===== config.mk =====
export PLATFORM = sky130hd
export DESIGN_NAME = block_check_sched
export DESIGN_NICKNAME = d
export VERILOG_FILES = /design/src/rtl/block_check_sched.sv
export SDC_FILE = /design/constraint.sdc
export NUM_CORES = 1
export LEC_CHECK = 0
export CAP_MARGIN = 20
export CORE_UTILIZATION = 28
export DETAILED_ROUTE_END_ITERATION = 10
export GPL_TIMING_DRIVEN = 1
export SKIP_CTS_REPAIR_TIMING = 1
export SYNTH_ARGS = -nofsm -noshare
export SYNTH_HDL_FRONTEND = slang
export SYNTH_SLANG_ARGS = --single-unit
export TNS_END_PERCENT = 50

===== constraint.sdc =====
create_clock -name clk -period 2.45 [get_ports clk]
set_input_delay 0.49 -clock clk [delete_from_list [all_inputs] [get_ports clk]]
set_output_delay 0.49 -clock clk [all_outputs]
set_load 0.005 [all_outputs]

===== src/rtl/block_check_sched.sv =====
// Round-robin front end that buffers a NUL-terminated message from one of two
// requesters, replays it into a freshly cleared block checker and returns a tagged verdict.
module block_check_sched #(
  parameter int unsigned ADDR_W = 4
) (
  input  logic       clk,
  input  logic       reset,
  input  logic [1:0] req_valid,
  input  logic [7:0] req_data0,
  input  logic [7:0] req_data1,
  output logic [1:0] req_ready,
  output logic [7:0] chk_in,
  output logic       chk_reset,
  input  logic       chk_result,
  output logic       resp_valid,
  input  logic       resp_ready,
  output logic       resp_id,
  output logic       resp_ok,
  output logic       resp_err
);

  localparam int unsigned DEPTH = 1 << ADDR_W;
  localparam int unsigned CNT_W = ADDR_W + 1;

  localparam logic [2:0] S_IDLE   = 3'd0;
  localparam logic [2:0] S_LOAD   = 3'd1;
  localparam logic [2:0] S_CLEAR  = 3'd2;
  localparam logic [2:0] S_PLAY   = 3'd3;
  localparam logic [2:0] S_SAMPLE = 3'd4;
  localparam logic [2:0] S_RESP   = 3'd5;

  logic [2:0]        state_q, state_d;
  logic              grant_id_q, grant_id_d;
  logic              last_grant_q, last_grant_d;
  logic [CNT_W-1:0]  count_q, count_d;
  logic [ADDR_W-1:0] ptr_q, ptr_d;
  logic              ovf_q, ovf_d;
  logic [1:0]        req_ready_q, req_ready_d;
  logic [7:0]        chk_in_q, chk_in_d;
  logic              chk_reset_q, chk_reset_d;
  logic              resp_valid_q, resp_valid_d;
  logic              resp_id_q, resp_id_d;
  logic              resp_ok_q, resp_ok_d;
  logic              resp_err_q, resp_err_d;

  logic [7:0]        mem_q [DEPTH];
  logic              wr_en_c;
  logic              in_valid_c;
  logic [7:0]        in_data_c;

  // Next-state logic; registered outputs are derived from the next state so
  // they line up with the state they belong to.
  always_comb begin
    state_d      = state_q;
    grant_id_d   = grant_id_q;
    last_grant_d = last_grant_q;
    count_d      = count_q;
    ptr_d        = ptr_q;
    ovf_d        = ovf_q;
    resp_id_d    = resp_id_q;
    resp_ok_d    = resp_ok_q;
    resp_err_d   = resp_err_q;
    wr_en_c      = 1'b0;
    in_valid_c   = grant_id_q ? req_valid[1] : req_valid[0];
    in_data_c    = grant_id_q ? req_data1 : req_data0;

    case (state_q)
      S_IDLE: begin
        if (req_valid != 2'b00) begin
          if (req_valid == 2'b11) grant_id_d = ~last_grant_q;
          else                    grant_id_d = req_valid[1];
          count_d = '0;
          ovf_d   = 1'b0;
          state_d = S_LOAD;
        end
      end
      S_LOAD: begin
        if (in_valid_c) begin
          if (in_data_c == 8'h00) begin
            state_d = S_CLEAR;
          end else if (count_q < CNT_W'(DEPTH)) begin
            wr_en_c = 1'b1;
            count_d = count_q + CNT_W'(1);
          end else begin
            ovf_d = 1'b1;
          end
        end
      end
      S_CLEAR: begin
        ptr_d     = '0;
        resp_id_d = grant_id_q;
        if (ovf_q) begin
          resp_ok_d  = 1'b0;
          resp_err_d = 1'b1;
          state_d    = S_RESP;
        end else if (count_q == '0) begin
          resp_ok_d  = 1'b1;
          resp_err_d = 1'b0;
          state_d    = S_RESP;
        end else begin
          state_d = S_PLAY;
        end
      end
      S_PLAY: begin
        ptr_d = ptr_q + ADDR_W'(1);
        if (CNT_W'(ptr_q) == count_q - CNT_W'(1)) state_d = S_SAMPLE;
      end
      S_SAMPLE: begin
        resp_ok_d  = chk_result;
        resp_err_d = 1'b0;
        resp_id_d  = grant_id_q;
        state_d    = S_RESP;
      end
      S_RESP: begin
        if (resp_ready) begin
          last_grant_d = grant_id_q;
          state_d      = S_IDLE;
        end
      end
      default: state_d = S_IDLE;
    endcase

    req_ready_d = 2'b00;
    if (state_d == S_LOAD) req_ready_d = grant_id_d ? 2'b10 : 2'b01;
    chk_in_d     = (state_d == S_PLAY) ? mem_q[ptr_d] : 8'h00;
    chk_reset_d  = !((state_d == S_PLAY) || (state_d == S_SAMPLE));
    resp_valid_d = (state_d == S_RESP);
  end

  always_ff @(posedge clk) begin
    if (!reset) begin
      state_q      <= S_IDLE;
      grant_id_q   <= 1'b0;
      last_grant_q <= 1'b1;
      count_q      <= '0;
      ptr_q        <= '0;
      ovf_q        <= 1'b0;
      req_ready_q  <= 2'b00;
      chk_in_q     <= 8'h00;
      chk_reset_q  <= 1'b1;
      resp_valid_q <= 1'b0;
      resp_id_q    <= 1'b0;
      resp_ok_q    <= 1'b0;
      resp_err_q   <= 1'b0;
    end else begin
      state_q      <= state_d;
      grant_id_q   <= grant_id_d;
      last_grant_q <= last_grant_d;
      count_q      <= count_d;
      ptr_q        <= ptr_d;
      ovf_q        <= ovf_d;
      req_ready_q  <= req_ready_d;
      chk_in_q     <= chk_in_d;
      chk_reset_q  <= chk_reset_d;
      resp_valid_q <= resp_valid_d;
      resp_id_q    <= resp_id_d;
      resp_ok_q    <= resp_ok_d;
      resp_err_q   <= resp_err_d;
    end
  end

  // Message buffer; contents are meaningless after reset so it carries none.
  always_ff @(posedge clk) begin
    if (wr_en_c) mem_q[count_q[ADDR_W-1:0]] <= in_data_c;
  end

  assign req_ready  = req_ready_q;
  assign chk_in     = chk_in_q;
  assign chk_reset  = chk_reset_q;
  assign resp_valid = resp_valid_q;
  assign resp_id    = resp_id_q;
  assign resp_ok    = resp_ok_q;
  assign resp_err   = resp_err_q;

endmodule


After elaboration in Yosys (flattened, before gate mapping) --
Memory sizes are Yosys's and may differ from the RTL's. A register that Yosys moved wholly into a read port is not among the register bits. Index checks and enable logic that the tools add are counted.
Cells by class: add/sub/neg operators 3, magnitude comparators 1, equal/unequal tests 17, multiplexer cells 37, bitwise gates (word level) 1, reductions and logical operators 16
Operator list (number):
- 3-bit 2-to-1 mux | 7
- 5-bit 2-to-1 mux | 4
- 1-bit 2-to-1 mux | 18
- 3-bit case mux with 6 select lines | 1
- 3-bit == test, second input constant | 4
- 2-bit != test, second input constant | 5
- 5-bit case mux with 2 select lines | 1
- 5-bit AND reduction | 2
- 3-bit by 2-bit == test with 1-bit output, second input constant | 3
- 8-bit logical NOT | 1
- 8-bit 2-to-1 mux | 1
- 4-bit case mux with 2 select lines | 1
- 2-bit AND reduction | 4
- 3-bit by 1-bit == test with 1-bit output, second input constant | 2
- 1-bit case mux with 2 select lines | 3
- 2-bit nonzero test | 3
- 5-bit by 1-bit adder with 5-bit output, second input constant | 1
- 4-bit by 5-bit == test with 1-bit output | 1
- 5-bit logical NOT | 1
- 5-bit < comparator, second input constant | 1
- 5-bit by 1-bit subtractor with 5-bit output, second input constant | 1
- 4-bit by 1-bit adder with 4-bit output, second input constant | 1
- 3-bit logical NOT | 1
- 3-bit != test, second input constant | 1
- other kinds (6) | 7
Storage, ports and cells: flip-flop bits (word level) 22, RAM bits 128, word-level logic and storage cells 88, memories kept 1
Memories:
- mem_q | words 16, width 8, read ports 1, clocked after memory_dff 1, wr ports 1, RTL line 46 | logic [7:0] mem_q [DEPTH];

Longest topological paths before layout --
depth in word-level cells 8, depth in mapped cells 10, gate-level depth less buffers 8

Worst setup path after synthesis --
OpenSTA, ideal clock, no wires.
kind reg-to-reg, start register count_q[0], end register resp_valid_q (netlist: resp_valid), arrival time 2.254 ns, setup slack 0.067 ns, stages on the path, launching flop included 9, period minus slack after synthesis 2.383 ns, cells stage by stage dfxtp_1 -> inv_1 -> ha_1 -> o21ba_1 -> a221o_1 -> a2111oi_4 -> a31oi_2 -> and2_1 -> nor2b_1
On the way: word-level cells in the longest chain between the ends 5, elaborated cells between the ends (all ways) 8, classes of those cells 1 x add/sub; 2 x eq/ne; 4 x mux; 1 x reduce/logical
Ends and longest elaborated chain:
- start: declaration | RTL line 35 | logic [CNT_W-1:0] count_q, count_d;
- start signal: assignment | RTL line 149 | count_q <= count_d;
- 5-bit by 1-bit subtractor with 5-bit output or 5-bit logical NOT (tied branches) | RTL line 106, 96
- 4-bit by 5-bit == test with 1-bit output or 3-bit 2-to-1 mux (tied branches) | RTL line 106, 96
- 3-bit 2-to-1 mux (on tied branches) | RTL line 106, 92
- 3-bit case mux with 6 select lines * | RTL line 67 | case (state_q)
- 3-bit == test * | RTL line 127 | resp_valid_d = (state_d == S_RESP);
- end signal: assignment | RTL line 155 | resp_valid_q <= resp_valid_d;
- end: declaration | RTL line 41 | logic resp_valid_q, resp_valid_d;
Mark *: on every way between the ends. The rest lies on a longest branch, timed or not. A chain may end at the register's enable or synchronous reset.

Worst setup path in the final report --
start input port req_data0[4], end register chk_in_q[6] (netlist: chk_in[6]), read port of mem_q
On the way: word-level cells in the longest chain between the ends 8
Ends and longest elaborated chain:
- start: declaration | RTL line 9 | input logic [7:0] req_data0,
- 8-bit 2-to-1 mux | RTL line 65 | in_data_c = grant_id_q ? req_data1 : req_data0;
- 8-bit logical NOT | RTL line 79 | if (in_data_c == 8'h00) begin
- 3-bit 2-to-1 mux | RTL line 79
- 3-bit 2-to-1 mux | RTL line 78 | if (in_valid_c) begin
- 3-bit case mux with 6 select lines | RTL line 67
- 3-bit by 2-bit == test with 1-bit output | RTL line 125 | chk_in_d = (state_d == S_PLAY) ? mem_q[ptr_d] : 8'h00;
- 2-bit AND reduction (no line)
- 1-bit logical NOT (no line)
- end: declaration | RTL line 39 | logic [7:0] chk_in_q, chk_in_d;
Every way passes these cells.

==> metrics.txt <==
Hold Vio Cnt, Final=0; critical path class=in -> reg; Final setup violation count=0; DR WL/cell=approximately 17 um; Tightest Pin Transition=around 480 ps; CP cell instances=clkdlybuf4s50_1 -> or4_1 -> or3b_1 -> and2_4 -> o221ai_4 -> nand3_4 -> a211oi_1; Yosys reg bits=between 150 and 200; Yosys warnings=0; Post-synth EDFFs=~130; WP buf/inv=1; most frequent cells in the layout=edfxtp_1, mux2i_1, buf_4; Final #Nets=592; IO Pins=37; crit path DAT=roughly 2700 ps; Vias/cell=between 4 and 5; ys flop type=edfxtp_1; most common cell after layout, fill and taps aside=edfxtp_1; clk slew on worst S/H paths=60 ps; Cell Area, Placed=7876 um^2; crit path time final=between 2000 and 2500 ps; startpoint type of the worst setup path=primary input; CTS tree=built; CP startpoint=req_data0[4]; Clock Skew=12.36 ps; CTS Buf Count=17; Post-DRT Antenna Nets=0; worst min-delay path class=reg -> reg; Die H=158.7 um; Syn-to-layout area delta=23.59%; Max Buffers Root-to-Sink=2; Initial DRT Pass Iterations=6; worst stage delay on the critical path=560 ps; Die X=roughly 160 um; Final Total Pwr=between 5000 and 6000 uW; Post-DP HPWL=around 10 mm; Antenna Cells=0; drc violations=0; Yosys cell types=between 50 and 60; CTS Sinks=around 160; FILL cells=between 2000 and 2500; synthesized instance count=482; top post-synthesis cells by area=edfxtp_1, mux2i_1, dfxtp_1; ratio of cells with drive above 1 in the final layout=between 10% and 20%; Pwr Density=between 600 and 700 nW/um^2; Pleak=roughly 0.0027 uW; data required time of the worst path=about 2800 ps; number of global-route vias before repair=4106; port bufs=36; Max VDD drop=approximately 0.00048 V; hold_sp=resp_err$_SDFFE_PN0P_; Routed WL=roughly 15 mm; CP Capture Type=register; Syn Nets=510; CTS root buffer=clkbuf_16; Worst R2R Start=state_q[2]$_SDFF_PN0_; Post-synth ARST share=0%; f_max=roughly 430 MHz; RSZ-0062 raised after global routing=true; delay-heaviest family, CP=simple AND/OR/NAND/NOR gates; core area=23750 um^2; biggest area consumer among synthesized cells=edfxtp_1; share of the synthesized area in the top cell type=a little under three fifths; initial antenna violation count=0; post-synthesis sequential area ratio=approximately 65%; GRT overflow=0; die area=between 20000 and 30000 um^2; Worst Path Max Fanout=8; htree depth=4; GP Congestion=between 0.7 and 0.8; row count=56; Period Utilization, post-route=about 96%; max_slew headroom=a little under 70%; Avg Cell Area, Syn=14.26 um^2; initial core utilization=between 20% and 30%; max_cap viols=0; Worst path slowest cell=or4_1; Pins Over Slew Limit=0; first-pass GRT wire length=around 24 mm; Final Cell Area=approximately 8500 um^2; vias after detailed routing=4190; outcome=completed; largest net degree at the start of global routing=38; GR Util All Layers=approximately an eighth; Post-Syn Area=~7000 um^2; clock latency on the worst-skew pair=430 ps; Initial DRC Count=between 200 and 300
## through the flow
| stage | TNS, ps | setup WS, ps | cells | hold slack (ps) | utilization (%) |
|---|---|---|---|---|---|
| floorplan | 0 | 66.72 | 482 | 462.2 | - |
| global placement | -22110 | -275.9 | 862 | 467.9 | 33.16 |
| detailed placement | -29140 | -368.2 | 862 | 467.1 | 33.16 |
| CTS | -33.02 | -30.55 | 894 | 484.5 | 35.60 |
| global route | -88.44 | -60.11 | 896 | 503.9 | 35.77 |
| finish | 0 | 107.2 | 896 | 485.2 | 35.77 |
## registers in the layout, summed over array words and instances (netlist names)
register	count
last_grant_q	1
ptr_q	4
resp_ok	1
req_ready	2
chk_reset	1
mem_q	128
count_q	5
grant_id_q	1
resp_err	1
ovf_q	1
resp_id	1
chk_in	8
resp_valid	1
state_q	3
## worst min-delay path: stages (launching register included)
cell	delay (ps)
dfxtp_1	320
nand2b_1	60
a21oi_1	60
## synth_stat cells, types with 2 or more instances
master	n
edfxtp_1	128
mux2i_1	76
a211oi_1	35
nor2_1	32
dfxtp_1	30
nand2_1	29
inv_1	16
a21oi_1	10
mux2_2	10
a311oi_1	7
buf_6	7
clkbuf_1	7
o21ai_0	7
ha_1	6
nand3_1	6
nor3_1	6
or4_1	6
xnor2_1	6
buf_4	5
nand2b_1	5
nor2b_1	5
a21o_1	2
and2_1	2
buf_2	2
clkbuf_8	2
nand4_1	2
o311ai_0	2
## power by group
group          internal (uW)  switching, uW
Combinational           97.7            152
Clock                   1520           1030
Sequential              2940           6.73
Total                   4560           1190
## layout make-up
cell class              count  area [um^2]  area share, %
clock inverters            14        140.1          1.649
inverters                  16        60.06         0.7068
clock buffers              18        439.2          5.169
well taps                 319        399.1          4.697
repair buffers             88        818.3          9.630
multi-input cells         283         2195          25.83
flip-flops and latches    158         4446          52.32
## worst paths after layout
path / slack [ps] / to / cells after the start
worst max-delay path: 110 / chk_in[6]$_SDFF_PN0_ / 7
worst min register to register: 490 / resp_err$_SDFFE_PN0P_ / 2
worst max register to register: 120 / chk_in[1]$_SDFF_PN0_ / 7
worst min-delay path: 490 / resp_err$_SDFFE_PN0P_ / 2
## per-layer routing
layer / part of all wire (%) / global-route usage, % / up-vias
met5: 0 / 0 / -
met4: 2.2 / 5.075 / 0
met1: 49 / 16.37 / 2080
met3: 3.4 / 3.161 / 21
li1: - / - / 2009
met2: 45 / 19.32 / 80
## cell families after synthesis
| logic type | share of synthesized area (%) |
|---|---|
| mux | 12.87 |
| xor+xnor | 0.7643 |
| compound gates | 8.972 |
| simple gates | 7.917 |
| fa+ha+maj | 1.092 |
| flops | 64.64 |
| buf+inv | 3.749 |
Power figures use the tool's default switching activity.
